==> src/rtl/rom_arb_pkg.sv <==
// rom_arb_pkg: shared types for the program-ROM arbiter.
//   arb_state_t : grant FSM state (PRIO0 = port 0 priority, FORCE1 = port 1 forced grant pending)
//   port_id_t   : requester tag (0 = CPU fetch, 1 = debug/UART readback)
//   rom_tag_t   : per-access tag carried alongside the ROM read latency
package rom_arb_pkg;

  typedef enum logic {PRIO0 = 1'b0, FORCE1 = 1'b1} arb_state_t;

  typedef logic port_id_t;

  typedef struct packed {
    logic     vld;
    port_id_t id;
  } rom_tag_t;

  localparam port_id_t PORT_CPU = 1'b0;
  localparam port_id_t PORT_DBG = 1'b1;

endpackage

==> src/rtl/rom_arb_tag_pipe.sv <==
// rom_arb_tag_pipe: ROM_LAT-deep shift register of access tags, matching the ROM read latency.
//   clk     : system clock
//   rst_n   : asynchronous active-low clear (all stages invalid)
//   tag_in  : tag of the access granted this cycle (loads stage 0)
//   tag_out : last stage, aligned with rom_data
module rom_arb_tag_pipe
  import rom_arb_pkg::*;
#(
  parameter int ROM_LAT = 1
) (
  input  logic     clk,
  input  logic     rst_n,
  input  rom_tag_t tag_in,
  output rom_tag_t tag_out
);

  rom_tag_t tag_p [ROM_LAT];

  always_ff @(posedge clk or negedge rst_n) begin
    if (!rst_n) begin
      for (int i = 0; i < ROM_LAT; i++) tag_p[i] <= '0;
    end else begin
      // stage 0 <- grant; stage i <- stage i-1
      tag_p[0] <= tag_in;
      for (int i = 1; i < ROM_LAT; i++) tag_p[i] <= tag_p[i-1];
    end
  end

  assign tag_out = tag_p[ROM_LAT-1];

endmodule

==> src/rtl/rom_arbiter.sv <==
// rom_arbiter: shares one synchronous-read program ROM between the CPU fetch port (port 0,
// priority) and the debug/UART readback port (port 1), with a starvation guard for port 1.
//   clk, rst_n                 : clock, asynchronous active-low reset
//   p0_valid/p0_ready/p0_addr  : port 0 request handshake and address
//   p0_rvalid/p0_rdata         : port 0 response (single-cycle pulse, data held between pulses)
//   p1_*                       : same for port 1
//   rom_addr                   : address to the ROM (combinational from the grant, held when idle)
//   rom_data                   : ROM read data, ROM_LAT cycles after rom_addr is sampled
module rom_arbiter
  import rom_arb_pkg::*;
#(
  parameter int WIDTH    = 16,
  parameter int DEPTH    = 14,
  parameter int ROM_LAT  = 1,
  parameter int MAX_WAIT = 8
) (
  input  logic             clk,
  input  logic             rst_n,
  input  logic             p0_valid,
  output logic             p0_ready,
  input  logic [DEPTH-1:0] p0_addr,
  output logic             p0_rvalid,
  output logic [WIDTH-1:0] p0_rdata,
  input  logic             p1_valid,
  output logic             p1_ready,
  input  logic [DEPTH-1:0] p1_addr,
  output logic             p1_rvalid,
  output logic [WIDTH-1:0] p1_rdata,
  output logic [DEPTH-1:0] rom_addr,
  input  logic [WIDTH-1:0] rom_data
);

  localparam int              CNT_W    = $clog2(MAX_WAIT + 1);
  localparam logic [CNT_W-1:0] WAIT_LIM = CNT_W'(MAX_WAIT);

  arb_state_t       state, state_nxt;
  logic [CNT_W-1:0] wait_cnt, wait_cnt_nxt;
  logic             run;
  logic             gnt0, gnt1;
  logic [DEPTH-1:0] addr_hold;
  rom_tag_t         tag_in, tag_out;
  logic [WIDTH-1:0] rdata0_q, rdata1_q;

  // run rises one edge after reset release, so no request is accepted in the release cycle
  always_ff @(posedge clk or negedge rst_n) begin
    if (!rst_n) run <= 1'b0;
    else        run <= 1'b1;
  end

  always_comb begin
    gnt0 = 1'b0;
    gnt1 = 1'b0;
    if (run) begin
      if (state == FORCE1 && p1_valid) gnt1 = 1'b1;
      else if (p0_valid)               gnt0 = 1'b1;
      else if (p1_valid)               gnt1 = 1'b1;
    end
  end

  assign p0_ready = gnt0;
  assign p1_ready = gnt1;

  always_comb begin
    state_nxt    = state;
    wait_cnt_nxt = wait_cnt;
    if (run) begin
      if (gnt1 || !p1_valid)                      wait_cnt_nxt = '0;
      else if (p0_valid && wait_cnt != WAIT_LIM)  wait_cnt_nxt = wait_cnt + 1'b1;
      // FORCE1 lasts one cycle: either port 1 takes its grant or it has withdrawn
      if (state == FORCE1)                state_nxt = PRIO0;
      else if (wait_cnt_nxt == WAIT_LIM)  state_nxt = FORCE1;
    end
  end

  always_ff @(posedge clk or negedge rst_n) begin
    if (!rst_n) begin
      state    <= PRIO0;
      wait_cnt <= '0;
    end else begin
      state    <= state_nxt;
      wait_cnt <= wait_cnt_nxt;
    end
  end

  assign rom_addr = gnt1 ? p1_addr : (gnt0 ? p0_addr : addr_hold);

  always_ff @(posedge clk or negedge rst_n) begin
    if (!rst_n)            addr_hold <= '0;
    else if (gnt0 || gnt1) addr_hold <= rom_addr;
  end

  // stage 0: grant tag enters the latency pipeline alongside the ROM address
  assign tag_in.vld = gnt0 | gnt1;
  assign tag_in.id  = gnt1 ? PORT_DBG : PORT_CPU;

  rom_arb_tag_pipe #(
    .ROM_LAT (ROM_LAT)
  ) u_tag_pipe (
    .clk     (clk),
    .rst_n   (rst_n),
    .tag_in  (tag_in),
    .tag_out (tag_out)
  );

  // last stage: steer rom_data to the tagged port; the idle port keeps its last word
  assign p0_rvalid = tag_out.vld && (tag_out.id == PORT_CPU);
  assign p1_rvalid = tag_out.vld && (tag_out.id == PORT_DBG);
  assign p0_rdata  = p0_rvalid ? rom_data : rdata0_q;
  assign p1_rdata  = p1_rvalid ? rom_data : rdata1_q;

  always_ff @(posedge clk or negedge rst_n) begin
    if (!rst_n) begin
      rdata0_q <= '0;
      rdata1_q <= '0;
    end else begin
      if (p0_rvalid) rdata0_q <= rom_data;
      if (p1_rvalid) rdata1_q <= rom_data;
    end
  end

endmodule

==> config.mk <==
export PLATFORM = sky130hd
export DESIGN_NAME = rom_arbiter
export DESIGN_NICKNAME = d
export VERILOG_FILES = /design/src/rtl/rom_arb_pkg.sv /design/src/rtl/rom_arb_tag_pipe.sv /design/src/rtl/rom_arbiter.sv
export SDC_FILE = /design/constraint.sdc
export NUM_CORES = 1
export LEC_CHECK = 0
export CORE_ASPECT_RATIO = 1.4
export CORE_MARGIN = 3
export CORE_UTILIZATION = 38
export DETAILED_ROUTE_END_ITERATION = 16
export HOLD_SLACK_MARGIN = 0.06
export MAX_ROUTING_LAYER = met4
export PLACE_DENSITY = 0.73
export SLEW_MARGIN = 20
export SYNTH_ARGS = -nofsm -noshare
export SYNTH_HDL_FRONTEND = slang
export SYNTH_SLANG_ARGS = --single-unit
==> constraint.sdc <==
create_clock -name clk -period 1.3 [get_ports clk]
set_input_delay 0.195 -clock clk [delete_from_list [all_inputs] [get_ports clk]]
set_output_delay 0.195 -clock clk [all_outputs]
set_load 0.02 [all_outputs]
* Word-level counts from Yosys, hierarchy flattened
Index checks and enable logic that the tools add are counted.
** Storage, ports and cells
- Flip-flop bits (word level) :: 54
- Bits of input ports :: 48
- Output and inout bits :: 50
** Operators by class
- $add $sub $neg :: 1
- Equality and inequality tests :: 2
- Mux-type cells :: 17
- Bitwise operators :: 2
- Reductions and logical operators :: 7
** Operators with widths (count)
- $mux W16 :: 2
- $mux W14 :: 2
- $mux W4 :: 3
- $mux W1 :: 10
- $add A4 B1 Y4 const B :: 1
- $eq A4 B4 Y1 const B :: 1
- $logic_and A1 B1 Y1 :: 4
- $ne A4 B4 Y1 const B :: 1
- $logic_or A1 B1 Y1 :: 2
- $logic_not A1 Y1 :: 1
- $not A1 Y1 :: 1
- $or A1 B1 Y1 :: 1

* Longest topological paths before layout
Gate-level depths: netlist of run 1.
- Word-level depth :: 10
- Mapped depth :: 7
- Mapped depth without buffers :: 7

* By module
Synthesis of run 1 repeated with hierarchy kept, for this count alone.
** Second synthesis, totals
- Cells, all modules :: 188
- Area, all modules :: 2301.0 um2
** Modules (own cells, without submodules)
- rom_arbiter :: times used 1, cells an instance 186, area an instance 2250.9 um2, sequential area each 1301.2 um2
- rom_arb_tag_pipe :: times used 1, cells an instance 2, area an instance 50.0 um2, sequential area each 50.0 um2

* Worst setup path after synthesis of run 1
No wires, ideal clock.
- Kind :: register to output
- Start point :: reg state
- End point :: out rom_addr[10]
- Arrival time :: 1274 ps
- Data required time :: 1105 ps
- Setup slack :: -169 ps
- Stages on the path, launching flop included :: 6
- Path through :: dfrtp_1 -> and2b_4 -> nor2_4 -> clkbuf_8 -> a22oi_1 -> nand2_1
** Between the ends
- Elaborated cells on any way between the ends :: 7
- Those cells by class :: 6 x mux; 1 x reduce/logical
** RTL lines
- start, declared :: line rom_arbiter.sv:36 : arb_state_t state, state_nxt;
- start signal, assigned :: line rom_arbiter.sv:80 : state <= state_nxt;
- $logic_and A1 B1 Y1 :: line rom_arbiter.sv:54 : if (state == FORCE1 && p1_valid) gnt1 = 1'b1;
- $mux W1 :: line rom_arbiter.sv:54
- $mux W1 :: line rom_arbiter.sv:53 : if (run) begin
- net p1_ready :: line rom_arbiter.sv:25 : output logic p1_ready,
- $mux W14 :: line rom_arbiter.sv:85 : assign rom_addr = gnt1 ? p1_addr : (gnt0 ? p0_addr : addr_hold);
- end, declared :: line rom_arbiter.sv:29 : output logic [DEPTH-1:0] rom_addr,
The timed path passes the listed nets, and every way through them passes these cells.

* Final worst setup path of run 1
- Start point :: reg state
- End point :: out rom_addr[13]
** Between the ends
- Cells in the longest elaborated chain, start to end :: 5
- Elaborated cells on any way between the ends :: 7
- Those cells by class :: 6 x mux; 1 x reduce/logical
** Ends and longest elaborated chain (line)
- $logic_and A1 B1 Y1 (*) :: rom_arbiter.sv:54
- $mux W1 :: rom_arbiter.sv:54
- $mux W1 :: rom_arbiter.sv:53
- $mux W14 :: rom_arbiter.sv:85
- $mux W14 (*) :: rom_arbiter.sv:85
Every way passes the cells marked *; elsewhere a longest branch is shown, timed or not.

==> reports/summary.md, run 1 <==
- **number of endpoints failing setup at the final stage** 62
- **clock tree from TritonCTS** built
- **floorplan die height** 98.1 um
- **synthesis-stage register bit count** 54
- **power density over the cells** 1200 nW/um2
- **total DRC errors in the routed layout** 0
- **detailed router's first-iteration violation count** 78
- **status** complete, but fails checks
- **root buf cell** clkbuf_8
- **category of cells accounting for the largest share of critical-path delay** simple AND/OR/NAND/NOR gates
- **Critical Path Start Type** flop
- **detailed-route via count** 2032
- **residual antenna-violating net count after detailed routing** 0
- **Post-DP HPWL** 4.65 mm
- **leakage dissipation** 2.16 nW
- **ordered list of cells on the worst path** and2b_4 > nor2_4 > nor2_4 > buf_6 > nand2_2 > nand2_2 > buf_6
- **Starting Density** 40.5%
- **sequential fraction of the synthesis area** 58.7%
- **Post-synth top flop** dfrtp_1
- **Area Growth Syn to Fin** 93.9%
- **CP max stage delay** 0.41 ns
- **WP data required** 1.11 ns
- **global-route wire length before repair** 11.0 mm
- **top library cells by usage in the layout, fill and taps aside** buf_6 (80), dfrtp_1 (53), clkdlybuf4s50_1 (45)
- **Die X** 71.8 um
- **weighted congestion reported at the end of routability-driven placement** 0.777
- **DR WL/cell** 16.0 um
- **worst clock skew on the final layout** 0.0162 ns
- **setup slack of the critical path after layout** -0.521 ns
- **final layout net count** 396
- **GRT overflow** 0
- **unrepaired setup endpoints after global routing** true
- **kind of critical path** reg2out
- **worst path bufs/invs** 2
- **number of buffers between clock root and the deepest sink** 2
- **summed instance area of the synthesized netlist** 2300 um2
- **Critical Path AT** 1.63 ns
- **number of antenna violations at the first check in global routing** 0
- **most common cell after layout, fill and taps aside** buf_6
- **nature of the critical path endpoint** output pin
- **number of synthesized flops with an enable pin** 0
- **TritonRoute pass-1 iters** 4
- **Final Hold Vio Count** 0
- **total global-route track usage** 20.4%
- **Fillers** 330
- **maximum number of pins on one net before global-route repair** 27
- **failing checks** negative setup slack
- **max-cap violation count** 0
- **post-synthesis cell count** 188
- **number of warnings reported in the yosys synthesis log** 0
- **number of clock sinks** 54
- **fin crit share** 140%
- **post-place setup slack** -0.960 ns
- **clock transition at the registers of the reported paths** 0.09 ns
- **type of the tightest min-delay check** in2async
- **H-Tree Level Count** 2
- **critical-path cell with the highest stage delay** dfrtp_1
- **f_max** 0.549 GHz
- **Die Area** 7040 um2
- **fraction of registers with async set/reset** 100%
- **number of distinct library cells after synthesis** 33
- **final core utilization** 78.5%
- **number of vias per cell after detailed routing** 4.90
- **post-route non-filler standard cell count** 415
- **total nets after synthesis** 238
- **placed cell count** 378
- **Port Buffers** 97
- **average footprint of a synthesized cell** 12.2 um2
- **clock latency reported for the late side of the worst-skew pair** 0.31 ns
- **number of global-route vias before repair** 2242
- **smallest hold slack** 0.292 ns
- **minimum period implied by the final worst setup slack** 1.82 ns
- **Top Ports** 98
- **clock buffer count from CTS** 5
- **final wirelength** 6.65 mm
- **FP Rows** 32
- **final-report max-slew violation count** 0
- **Antenna Diode Count** 0
- **layout cells sized above 1** 62.2%
- **Floorplan Core Area** 5690 um2
- **Worst VDD drop** 0.729 mV
- **maximum fanout count along the critical path** 6
==> final cells by class <==
cell class / instances / area [um2] / area share (%)
multi-input cells: 122 / 1230 / 27.6
clock buffers: 5 / 68.8 / 1.54
clock inverters: 3 / 21.3 / 0.477
flip-flops and latches: 54 / 1350 / 30.3
well taps: 68 / 85.1 / 1.91
repair buffers: 157 / 1680 / 37.6
inverters: 6 / 22.5 / 0.505
==> kinds of logic (layout without fill, tap and decap cells) <==
family | Yosys count | after routing | synth area share [%]
adder cells (fa/ha/maj) | 2 | 2 | 1.09
AND/OR/NAND/NOR | 59 | 59 | 11.3
XOR/XNOR | 2 | 2 | 0.761
flip-flops | 54 | 54 | 58.7
multiplexers | 34 | 34 | 16.5
other | 1 | 1 | 0.163
buffers and inverters | 12 | 171 | 3.32
AO/OA/AOI/OAI | 24 | 24 | 8.16
==> synthesized netlist by cell type, types with 2 or more instances <==
cell / count / area share [%]
a21oi_1: 2 / 0.44
a22oi_1: 11 / 3.6
a22oi_2: 3 / 1.6
buf_2: 2 / 0.44
buf_6: 2 / 0.98
dfrtp_1: 54 / 59
ha_1: 2 / 1.1
inv_1: 6 / 0.98
mux2_2: 32 / 16
mux2i_1: 2 / 0.87
nand2_1: 48 / 7.8
nor2_4: 2 / 0.98
o21ai_0: 2 / 0.44
==> per-layer routing <==
layer  track usage [%]  part of all wire (%)  vias up
met5                 -                     0        -
met4              4.49                  0.81        0
met3              4.02                   5.4        6
met2              35.9                    57       70
met1              23.9                    37     1000
li1                  -                     -      956
==> registers in the layout, indices dropped and copies added (netlist names) <==
name / flops
addr_hold: 14
rdata0_q: 16
rdata1_q: 16
run: 1
state: 1
u_tag_pipe.tag_out: 2
wait_cnt: 4
==> per-stage QoR <==
| stage | setup TNS (ns) | cell area (um2) | power [W] |
|---|---|---|---|
| 2_1_floorplan | -1.02 | 2440 | 0.00295 |
| 3_3_place_gp | -35.53 | 3700 | 0.00384 |
| 3_5_place_dp | -37.20 | 3700 | 0.00388 |
| 4_1_cts | -22.89 | 4270 | 0.00521 |
| 5_1_grt | -27.36 | 4460 | 0.00560 |
| 6_report | -22.60 | 4460 | 0.00534 |
==> worst paths after layout <==
kind	from	end	slack, ns	depth (start not counted)
max in group asynchronous	rst_n	addr_hold[13]	0.58	3
worst max register to register	wait_cnt[1]	state	-0.17	7
worst min register to register	addr_hold[12]	addr_hold[12]	0.49	2
min in group clk	p1_valid	state	0.39	2
worst max-delay path	state	rom_addr[13]	-0.52	7
worst min-delay path	rst_n	run	0.29	2
==> power by group <==
part           internal (W)  switching (W)
Combinational       0.00132        0.00101
Clock              0.000380       0.000562
Sequential          0.00196       0.000105
Total               0.00366        0.00168
==> what timing repair did <==
item,in CTS,in global routing
buffers inserted,21,12
resized for setup,366,38
endpoints found under the hold margin,54,0
setup endpoints to repair,68,76
hold buffers,1,0
pin swaps,8,12
Note: power is estimated with default switching activity, not from simulation.
==> inputs of run 2 (changes only) <==
Settings changed: CORE_UTILIZATION 38 to 40, CTS_CLUSTER_DIAMETER set to 150.
Clock period 1.3 ns to 2.1 ns, I/O delays scaled along.
==> reports/summary.md, run 2 (synthesis results as in run 1) <==
- **status** complete, no violations
- **most common cell after layout, fill and taps aside** dfrtp_1
- **leakage dissipation** 1.71 nW, -21%
- **Final Hold Vio Count** 0, unchanged
- **number of endpoints failing setup at the final stage** 0, -100%
- **cells on worst reg2reg path** 7, unchanged
- **minimum period implied by the final worst setup slack** 2.02 ns
- **TritonRoute pass-1 iters** 4, unchanged
- **Fillers** 467, +42%
- **clock buffer count from CTS** 5, unchanged
- **f_max** 0.494 GHz
- **number of global-route vias before repair** 1882, -16%
- **setup slack of the critical path after layout** 0.0770 ns, +0.598 ns
- **H-Tree Level Count** 2, unchanged
- **Design Area, Final** 3550 um2, -20%
- **depth of the worst hold-timing path** 2
- **clock latency reported for the late side of the worst-skew pair** 0.30 ns, about the same
- **fin crit share** 96.3%
- **top library cells by usage in the layout, fill and taps aside** dfrtp_1 (54), nand2_1 (48), clkdlybuf4s50_1 (47)
- **Worst Hold End** addr_hold[2]
- **number of clock sinks** 54, unchanged
- **DR WL/cell** 14.3 um, -11%
- **Switching Fraction** 31.9%, +0.47 points
- **max-cap violation count** 0, unchanged
- **final layout net count** 364, -8.1%
- **Area Growth Syn to Fin** 54.3%
- **startpoint of the worst-slack reg-to-reg timing path** wait_cnt[0]
- **post-CTS setup buffers** 0, -100%
- **Top Ports** 98, unchanged
- **Critical Path Start Type** flop
- **global-route wire length before repair** 8.91 mm, -19%
- **Worst VDD drop** 0.460 mV, -37%
- **total DRC errors in the routed layout** 0, unchanged
- **residual antenna-violating net count after detailed routing** 0, unchanged
- **post-place setup slack** -0.368 ns, +0.592 ns
- **Critical Path AT** 1.71 ns, +0.08 ns
- **number of buffers between clock root and the deepest sink** 2, unchanged
- **power density over the cells** 786 nW/um2, -34%
- **FP Rows** 32, unchanged
- **Die X** 70.1 um, -2.3%
- **storage element area** 1350 um2, about the same
- **clock tree from TritonCTS** built
- **kind of critical path** reg2out
- **detailed router's first-iteration violation count** 98, +26%
- **Antenna Diode Count** 0, unchanged
- **root buf cell** clkbuf_8
- **weighted congestion reported at the end of routability-driven placement** 0.779, +0.19%
- **relative slew slack** 56.6%
- **smallest hold slack** 0.477 ns, +0.185 ns
- **share of power burned in the clock network** 22.2%, +4.6 points
- **type of the tightest min-delay check** reg2reg
- **final-report max-slew violation count** 0, unchanged
- **maximum number of pins on one net before global-route repair** 30, +11%
- **unrepaired setup endpoints after global routing** false
- **Port Buffers** 97, unchanged
- **Floorplan Core Area** 5530 um2, -2.8%
- **maximum fanout count along the critical path** 17, +11
- **relative contribution of combinational cells to total power** 32.7%, -11 points
- **slack of the worst reg-to-reg path** 0.45 ns, +0.62 ns
- **WP data required** 1.78 ns, +0.67 ns
- **internal power of the cells** 0.00190 W, -48%
- **worst hold start** addr_hold[2]
- **clock transition at the registers of the reported paths** 0.09 ns, about the same
- **number of antenna violations at the first check in global routing** 0, unchanged
- **multi-input logic area** 901 um2, -27%
- **floorplan die height** 95.7 um, -2.4%
- **worst clock skew on the final layout** 0.00770 ns, -0.00849 ns
- **final wirelength** 5.46 mm, -18%
- **nature of the critical path endpoint** output pin
- **Die Area** 6710 um2, -4.6%
- **detailed-route via count** 1881, -7.4%
- **Starting Density** 41.6%, +1.2 points
- **Net Switching** 0.000890 W, -47%
- **final core utilization** 64.3%, -14 points
- **placement-stage cell area** 3530 um2, -4.8%
- **number of vias per cell after detailed routing** 4.91, +0.30%
- **GRT overflow** 0, unchanged
- **Post-DP HPWL** 4.30 mm, -7.5%
- **top flop regs** rdata0_q (16), rdata1_q (16), addr_hold (14)
- **proportion of power drawn by flip-flops and latches** 45.1%, +6.4 points
- **endpoint of the worst-slack reg-to-reg timing path** state
- **post-route total power** 0.00279 W, -48%
- **layout cells sized above 1** 31.1%, -31 points
- **transition time of the tightest slew-check pin** 0.650 ns
- **total global-route track usage** 17.1%, -3.3 points
run 2: cell count changes in the layout (fill, tap and decap cells not counted), moves of 9 or more:
cell,change
clkbuf_2,+9
nand2_1,+32
dlygate4sd2_1,+32
mux2_4,-32
buf_6,-80
nand2_2,-26
mux2_2,+32
run 2: stage by stage:
stage          cells  TNS [ns]
5_1_grt          383         0
4_1_cts          383  -0.00226
6_report         383         0
2_1_floorplan    188         0
3_3_place_gp     374     -4.69
3_5_place_dp     374     -4.86
run 2: how the worst max path moves through the flow:
stage                                startpoint           end  slack [ns]  depth (start not counted)
after floorplan                           state  rom_addr[10]        0.51                          5
after global placement                 p0_valid   rom_addr[8]       -0.34                          7
after detailed placement               p0_valid   rom_addr[8]       -0.37                          7
after CTS                                 state   rom_addr[4]      -0.002                          8
after global routing      u_tag_pipe.tag_out[0]  p0_rdata[12]       0.002                          4
final                     u_tag_pipe.tag_out[0]  p0_rdata[10]        0.08                          4
run 2: repair_timing:
action | in CTS | in global routing
resized for setup | 71 | 19
gates cloned | 0 | 0
endpoints found under the hold margin | 27 | 0
hold buffers | 1 | 0
setup endpoints to repair | 48 | 30
run 2: metal layers:
layer | global-route usage, % | up-vias | part of all wire, %
met3 | 4.08 | 7 | 5.8
met4 | 5.75 | 0 | 1.3
met5 | - | - | 0
met2 | 28.2 | 66 | 52
li1 | - | 888 | -
met1 | 20.9 | 920 | 41
run 2: power by group through the flow:
stage                     registers [W]  logic (W)  clock network, W
after floorplan                 0.00126   0.000515                 0
after global placement          0.00127    0.00104                 0
after detailed placement        0.00128    0.00106                 0
after CTS                       0.00126   0.000948          0.000640
after global routing            0.00128   0.000986          0.000685
final                           0.00126   0.000914          0.000620
run 2: final cells by class:
class / count / share of cell area (%)
clock buffer: 6 / 2.33
clock inverter: 2 / 0.458
inverter: 6 / 0.634
multi-input combinational: 122 / 25.4
sequential: 54 / 38.1
tap: 68 / 2.40
timing repair buffer: 125 / 30.8
run 2: worst max-delay path, cell delays in order, from the launching register on:
cell,delay [ns]
dfrtp_1,0.40
nor2b_2,0.15
buf_12,0.17
mux2_2,0.35
dlygate4sd2_1,0.33
==> patch 1 (flow settings as in run 2) <==
Reset style: synchronous (`rst_n`), changed in 5 clocked blocks. Comments in the files are not updated.
--- a/src/rtl/rom_arb_tag_pipe.sv
+++ b/src/rtl/rom_arb_tag_pipe.sv
@@ -16,7 +16,7 @@
 
   rom_tag_t tag_p [ROM_LAT];
 
-  always_ff @(posedge clk or negedge rst_n) begin
+  always_ff @(posedge clk) begin
     if (!rst_n) begin
       for (int i = 0; i < ROM_LAT; i++) tag_p[i] <= '0;
     end else begin
--- a/src/rtl/rom_arbiter.sv
+++ b/src/rtl/rom_arbiter.sv
@@ -42,7 +42,7 @@
   logic [WIDTH-1:0] rdata0_q, rdata1_q;
 
   // run rises one edge after reset release, so no request is accepted in the release cycle
-  always_ff @(posedge clk or negedge rst_n) begin
+  always_ff @(posedge clk) begin
     if (!rst_n) run <= 1'b0;
     else        run <= 1'b1;
   end
@@ -72,7 +72,7 @@
     end
   end
 
-  always_ff @(posedge clk or negedge rst_n) begin
+  always_ff @(posedge clk) begin
     if (!rst_n) begin
       state    <= PRIO0;
       wait_cnt <= '0;
@@ -84,7 +84,7 @@
 
   assign rom_addr = gnt1 ? p1_addr : (gnt0 ? p0_addr : addr_hold);
 
-  always_ff @(posedge clk or negedge rst_n) begin
+  always_ff @(posedge clk) begin
     if (!rst_n)            addr_hold <= '0;
     else if (gnt0 || gnt1) addr_hold <= rom_addr;
   end
@@ -108,7 +108,7 @@
   assign p0_rdata  = p0_rvalid ? rom_data : rdata0_q;
   assign p1_rdata  = p1_rvalid ? rom_data : rdata1_q;
 
-  always_ff @(posedge clk or negedge rst_n) begin
+  always_ff @(posedge clk) begin
     if (!rst_n) begin
       rdata0_q <= '0;
       rdata1_q <= '0;
Formal check against the unedited RTL: differs if rst_n is asserted again (counterexample within 4 cycles, from zero or initial values and one cycle with rst_n low); with rst_n held inactive, the same outputs for 10 cycles.
==> patch 1 against run 2 <==
Routed wire length up 1.8%. Setup slack worse by 14 ps. Final area down 2.0%. Sequential cell count unchanged. Area after synthesis up 1.8%. Non-clock buffer count down 14. Die area up 1.7%. First-iteration DRC count down 31%. Critical endpoint is now rom_addr[1].
Power is not compared: it rests on default switching activity, and its combinational part moved more than twofold at a synthesized area within 25%.
==> patch 1: results (changes against run 2) <==
The routed wire length per instance is 14.0 um (-1.8%). The logs give 0 (unchanged) for the initial antenna violation count and 275 (+16%) for the post-synthesis net count. The met2 track utilization from global routing is 0.314 (+0.0327). The largest registers in the layout are rdata0_q x16, rdata1_q x16, addr_hold x14. The wire length of the first global-routing pass is 9110 um (+2.3%). The async set-reset flop share out of synthesis works out to 0 (-1.00).

Pin count of the biggest net entering global routing: 34 (+13%). The maximum fanout along the worst path came out at 15 (-2). Number of optimization iterations in the first detailed-route pass: 4 (unchanged). The worst-case IR drop observed on VDD is 390 uV. The transition time of the tightest slew-check pin is 264 ps (-386 ps), and the pre-CTS setup slack is -444 ps (-76.8 ps).

The largest individual stage delay along the critical path comes from the cell sky130_fd_sc_hd__a221o_1. The synthesized netlist cell count came out at 225 (+20%). The met2 layer wire length in the routed design came out at 2910 um (+3.1%).

The tightest min-delay check is of the reg2reg type. The run finished with clean final reports. The number of resized instances in the post-cts repair step is 67 (-5.6%), and the placed wire-length estimate after detailed placement is 4150 um (-3.7%). The final net count is 378 (+3.8%).

CTS placed an instance of sky130_fd_sc_hd__clkbuf_8 at the clock tree root. The clock tree buffer depth was 2 (unchanged); the detailed-route vias per instance was 4.95 (+0.78%). The H-tree depth is 2 (unchanged), and the sum of met3 wire segment lengths after detailed routing is 311 um (-1.3%). The largest incremental delay on the critical path was 360 ps (-40 ps).

The placer congestion estimate came out at 0.811 (+4.2%). By count the netlist is led by 62 x sky130_fd_sc_hd__and2_1, 54 x sky130_fd_sc_hd__dfxtp_1, 32 x sky130_fd_sc_hd__mux2_2. For the worst setup path, the data arrival time is 1720 ps. Signal routing reaches up to met4. The met1 usage in global routing was 0.175 (-0.0341); the number of distinct library cells after synthesis was 31 (-6.1%).

The DRC marker count from the first detailed-route iteration is 68 (-31%). For the number of antenna repair diodes, the log shows 0 (unchanged). The via count of the first global-routing pass came out at 2022 (+7.4%).

The sequential area share after synthesis was 0.461 (-0.126). The area of placed instances came out at 0.00346 sq mm (-1.8%). After synthesis, the cell types taking the most area are sky130_fd_sc_hd__dfxtp_1 46%, sky130_fd_sc_hd__and2_1 17%, sky130_fd_sc_hd__mux2_2 15%.

In this run the static leakage power is 0.00164 uW. The total clock buffers created by CTS was 5 (unchanged); the fraction of layout cells with a size suffix above 1 was 0.216 (-0.0953). Number of instances in the placed design: 389 (+4.0%). The run gives 473 (+1.3%) as the fill cell instance count of the final layout. For the post-route clock skew, the log shows 13.3 ps (+5.59 ps).

At the later pin of the worst-skew pair, clock insertion delay measures 310 ps. The tools report the met1 wire length as 2260 um (+0.67%). In this run the most used layer during global routing was met2. The routing usage on met3 was 0.0373 (-0.00349); the post-CTS setup repair buffer count was 0 (unchanged). The logs give 0 (unchanged) for the number of synthesis warnings and 0.168 (-0.00309) for the overall track demand over capacity in global routing.

The register clock-pin slew on the reported worst setup and hold paths is 90 ps (about the same). The filler-free cell count of the finished design is 397 (+3.7%).
patch 1: area by class of cell:
type	instances	area (sq um)	share of cell area
Tap cell	68	85.1	0.0244
Inverter	6	22.5	0.00647
Timing Repair Buffer	111	1010	0.290
Multi-Input combinational cell	150	1170	0.335
Sequential cell	54	1080	0.311
Clock inverter	3	43.8	0.0126
Clock buffer	5	68.8	0.0198
patch 1: worst max-delay path, delay by kind of cell, from the launching register on:
kind,cells,cell delay [ps]
AO/OA/AOI/OAI,1,360
AND/OR/NAND/NOR,2,340
flip-flops,1,320
buffers and inverters,2,400
patch 1: final timing paths:
path | startpoint | cells past startpoint | endpoint | slack (ps)
worst max register to register | wait_cnt[0]$_SDFFE_PN0P_ | 6 | wait_cnt[1]$_SDFFE_PN0P_ | 470
worst max-delay path | state$_SDFFE_PN0P_ | 5 | rom_addr[1] | 60
worst min-delay path | wait_cnt[0]$_SDFFE_PN0P_ | 1 | wait_cnt[0]$_SDFFE_PN0P_ | 530
worst min register to register | wait_cnt[0]$_SDFFE_PN0P_ | 1 | wait_cnt[0]$_SDFFE_PN0P_ | 530
patch 1: cells by family (layout without fill, tap and decap cells):
logic type / after synthesis / in the layout / share of synthesized area
compound gates: 29 / 29 / 0.102
fa+ha+maj: 2 / 2 / 0.0107
buf+inv: 21 / 125 / 0.0438
flops: 54 / 54 / 0.461
mux: 35 / 35 / 0.167
simple gates: 84 / 84 / 0.216
patch 1: where the power goes:
group	switching [uW]	total, uW	internal (uW)
Sequential	9.62	1070	1060
Clock	336	694	358
Combinational	184	397	212
Total	530	2160	1630
patch 1: stage by stage:
step	total power [uW]	hold WS, ps	util
5_1_grt	2260	572	0.621
2_1_floorplan	1300	343	-
4_1_cts	2200	540	0.630
3_5_place_dp	1530	517	0.618
3_3_place_gp	1530	502	0.618
6_report	2160	530	0.621
==> patch 2 (config.mk and constraints of run 2) <==
Made on the original files. Set the parameter `MAX_WAIT` to 16 (it was 8).
--- a/src/rtl/rom_arbiter.sv
+++ b/src/rtl/rom_arbiter.sv
@@ -12,7 +12,7 @@
   parameter int WIDTH    = 16,
   parameter int DEPTH    = 14,
   parameter int ROM_LAT  = 1,
-  parameter int MAX_WAIT = 8
+  parameter int MAX_WAIT = 16
 ) (
   input  logic             clk,
   input  logic             rst_n,
Behaviour: not the same (a bounded check fails within 10 cycles, from zero or initial values and one cycle with rst_n low).
==> patch 2 against run 2 <==
Power increased by 3.5%. Highest routed layer unchanged. Sequential cell count is 1 higher. Setup slack got worse by 0.92 ps. Critical path type unchanged. Routed wire length rose by 11%. Area after synthesis up 8.7%. Count of clock-buffer cells in the layout fell by 1. Non-clock buffer count is 9 higher. Final area is 8.6% higher.
==> patch 2: results (changes against run 2) <==
The met1 wire length was 2310 um (+3.0%); the placer congestion estimate was 0.852 (+9.4%). The run finished with clean final reports. After synthesis, the most frequently instantiated cells are 55 x sky130_fd_sc_hd__dfrtp_1, 47 x sky130_fd_sc_hd__nand2_1, 18 x sky130_fd_sc_hd__mux2_1. The overall track demand over capacity in global routing was 0.180 (+0.00824); the pin count of the biggest net entering global routing was 29 (-3.3%).

The leakage power is 0.00188 uW (+9.7%), and the sequential area share after synthesis is 0.550 (-0.0370). The run gives 5.61 ps (-2.09 ps) as the post-route clock skew. The endpoint of the lowest-slack register-to-register path is wait_cnt[0]$_DFFE_PN0P_. The number of distinct library cells after synthesis is 37 (+12%), and the power consumed by the clock network is 715 uW (+15%). The met2 layer wire length in the routed design was 3310 um (+17%); the sum of met3 wire segment lengths after detailed routing was 271 um (-14%). The parity-gate share of the synthesized area counting xor and xnor cells is 0.00700 (-0.000609). The multiplexer share of the synthesized area works out to 0.149 (-0.0167).

The wire length of the first global-routing pass is 9940 um (+12%). The starting density of the core is 0.421 (+0.00422). The post-synthesis net count came out at 242 (+1.7%). The power attributed to combinational cells was 902 uW (-1%); the transition time of the tightest slew-check pin was 624 ps (-25.8 ps). The adder-cell share of the synthesized area was 0.0100 (-0.000870); the worst-case reg-to-reg path depth was 6 (-1). Internal power summed over all cells: 2000 uW (+5.0%). The maximum fanout along the worst path was 16 (-1). The reg2reg setup slack is 530 ps (+80 ps), and the overall via count from detail_route is 1950 (+3.7%). The tools report the placed wire-length estimate after detailed placement as 4570 um (+6.2%). The startpoint of the most critical hold path was rdata0_q[10]$_DFF_PN0_.

The terminating pin of the worst hold path was rdata0_q[10]$_DFF_PN0_. DRC marker count from the first detailed-route iteration: 82 (-16%). Sorting the synthesized cells by area gives the leading types as sky130_fd_sc_hd__dfrtp_1 55%, sky130_fd_sc_hd__mux2_1 8.1%, sky130_fd_sc_hd__a22oi_4 7.7%. The tools report the maximum vdd ir drop as 455 uV (-1.0%).

Final wirelength: 6060 um (+11%). The tools report the final net count as 376 (+3.3%). The instance count along the most critical hold path is 1 (-1).
-- patch 2: worst max-delay path by stage --
stage | start | end | slack, ps | cells after the start
after floorplan | u_tag_pipe.tag_out[0]$_DFF_PN0_ | p0_rdata[10] | 510 | 4
after global placement | p0_valid | rom_addr[11] | -370 | 7
after detailed placement | p0_valid | rom_addr[10] | -420 | 7
after CTS | run$_DFF_PN0_ | rom_addr[0] | 10 | 7
after global routing | run$_DFF_PN0_ | rom_addr[5] | -20 | 7
final | u_tag_pipe.tag_out[0]$_DFF_PN0_ | p0_rdata[0] | 80 | 4
-- patch 2: per-layer routing --
layer | up-vias | GRT usage
met5 | - | -
met4 | 0 | 0.0668
met3 | 13 | 0.0354
met2 | 63 | 0.306
met1 | 944 | 0.206
li1 | 930 | -
-- patch 2: stage by stage --
step	worst slack (ps)	std cells	hold slack (ps)	power (uW)
final	76.0	397	494	2890
after floorplan	509	192	19.4	1780
after detailed placement	-425	382	365	2310
after global placement	-365	382	371	2280
after global routing	-21.0	397	515	3040
after CTS	14.3	394	497	2920
-- patch 2: critical path, stage by stage (launching register included) --
cell                            delay [ps]
sky130_fd_sc_hd__dfrtp_1               400
sky130_fd_sc_hd__nor2b_2               160
sky130_fd_sc_hd__buf_12                170
sky130_fd_sc_hd__mux2_2                350
sky130_fd_sc_hd__dlygate4sd2_1         320
-- patch 2: layout make-up --
cell class / count / area (sq um)
clock buffers: 5 / 68.8
clock inverters: 3 / 46.3
fillers: 497 / 2090
inverters: 6 / 22.5
multi-input cells: 124 / 1050
flip-flops and latches: 55 / 1380
well taps: 70 / 87.6
repair buffers: 134 / 1210
-- patch 2: timing repair --
item                                    4_1_cts  5_1_grt
endpoints found under the setup margin       48       28
hold buffers                                  1        0
gates resized for setup                      58       41
endpoints found under the hold margin        27        0
setup buffers                                 3        3
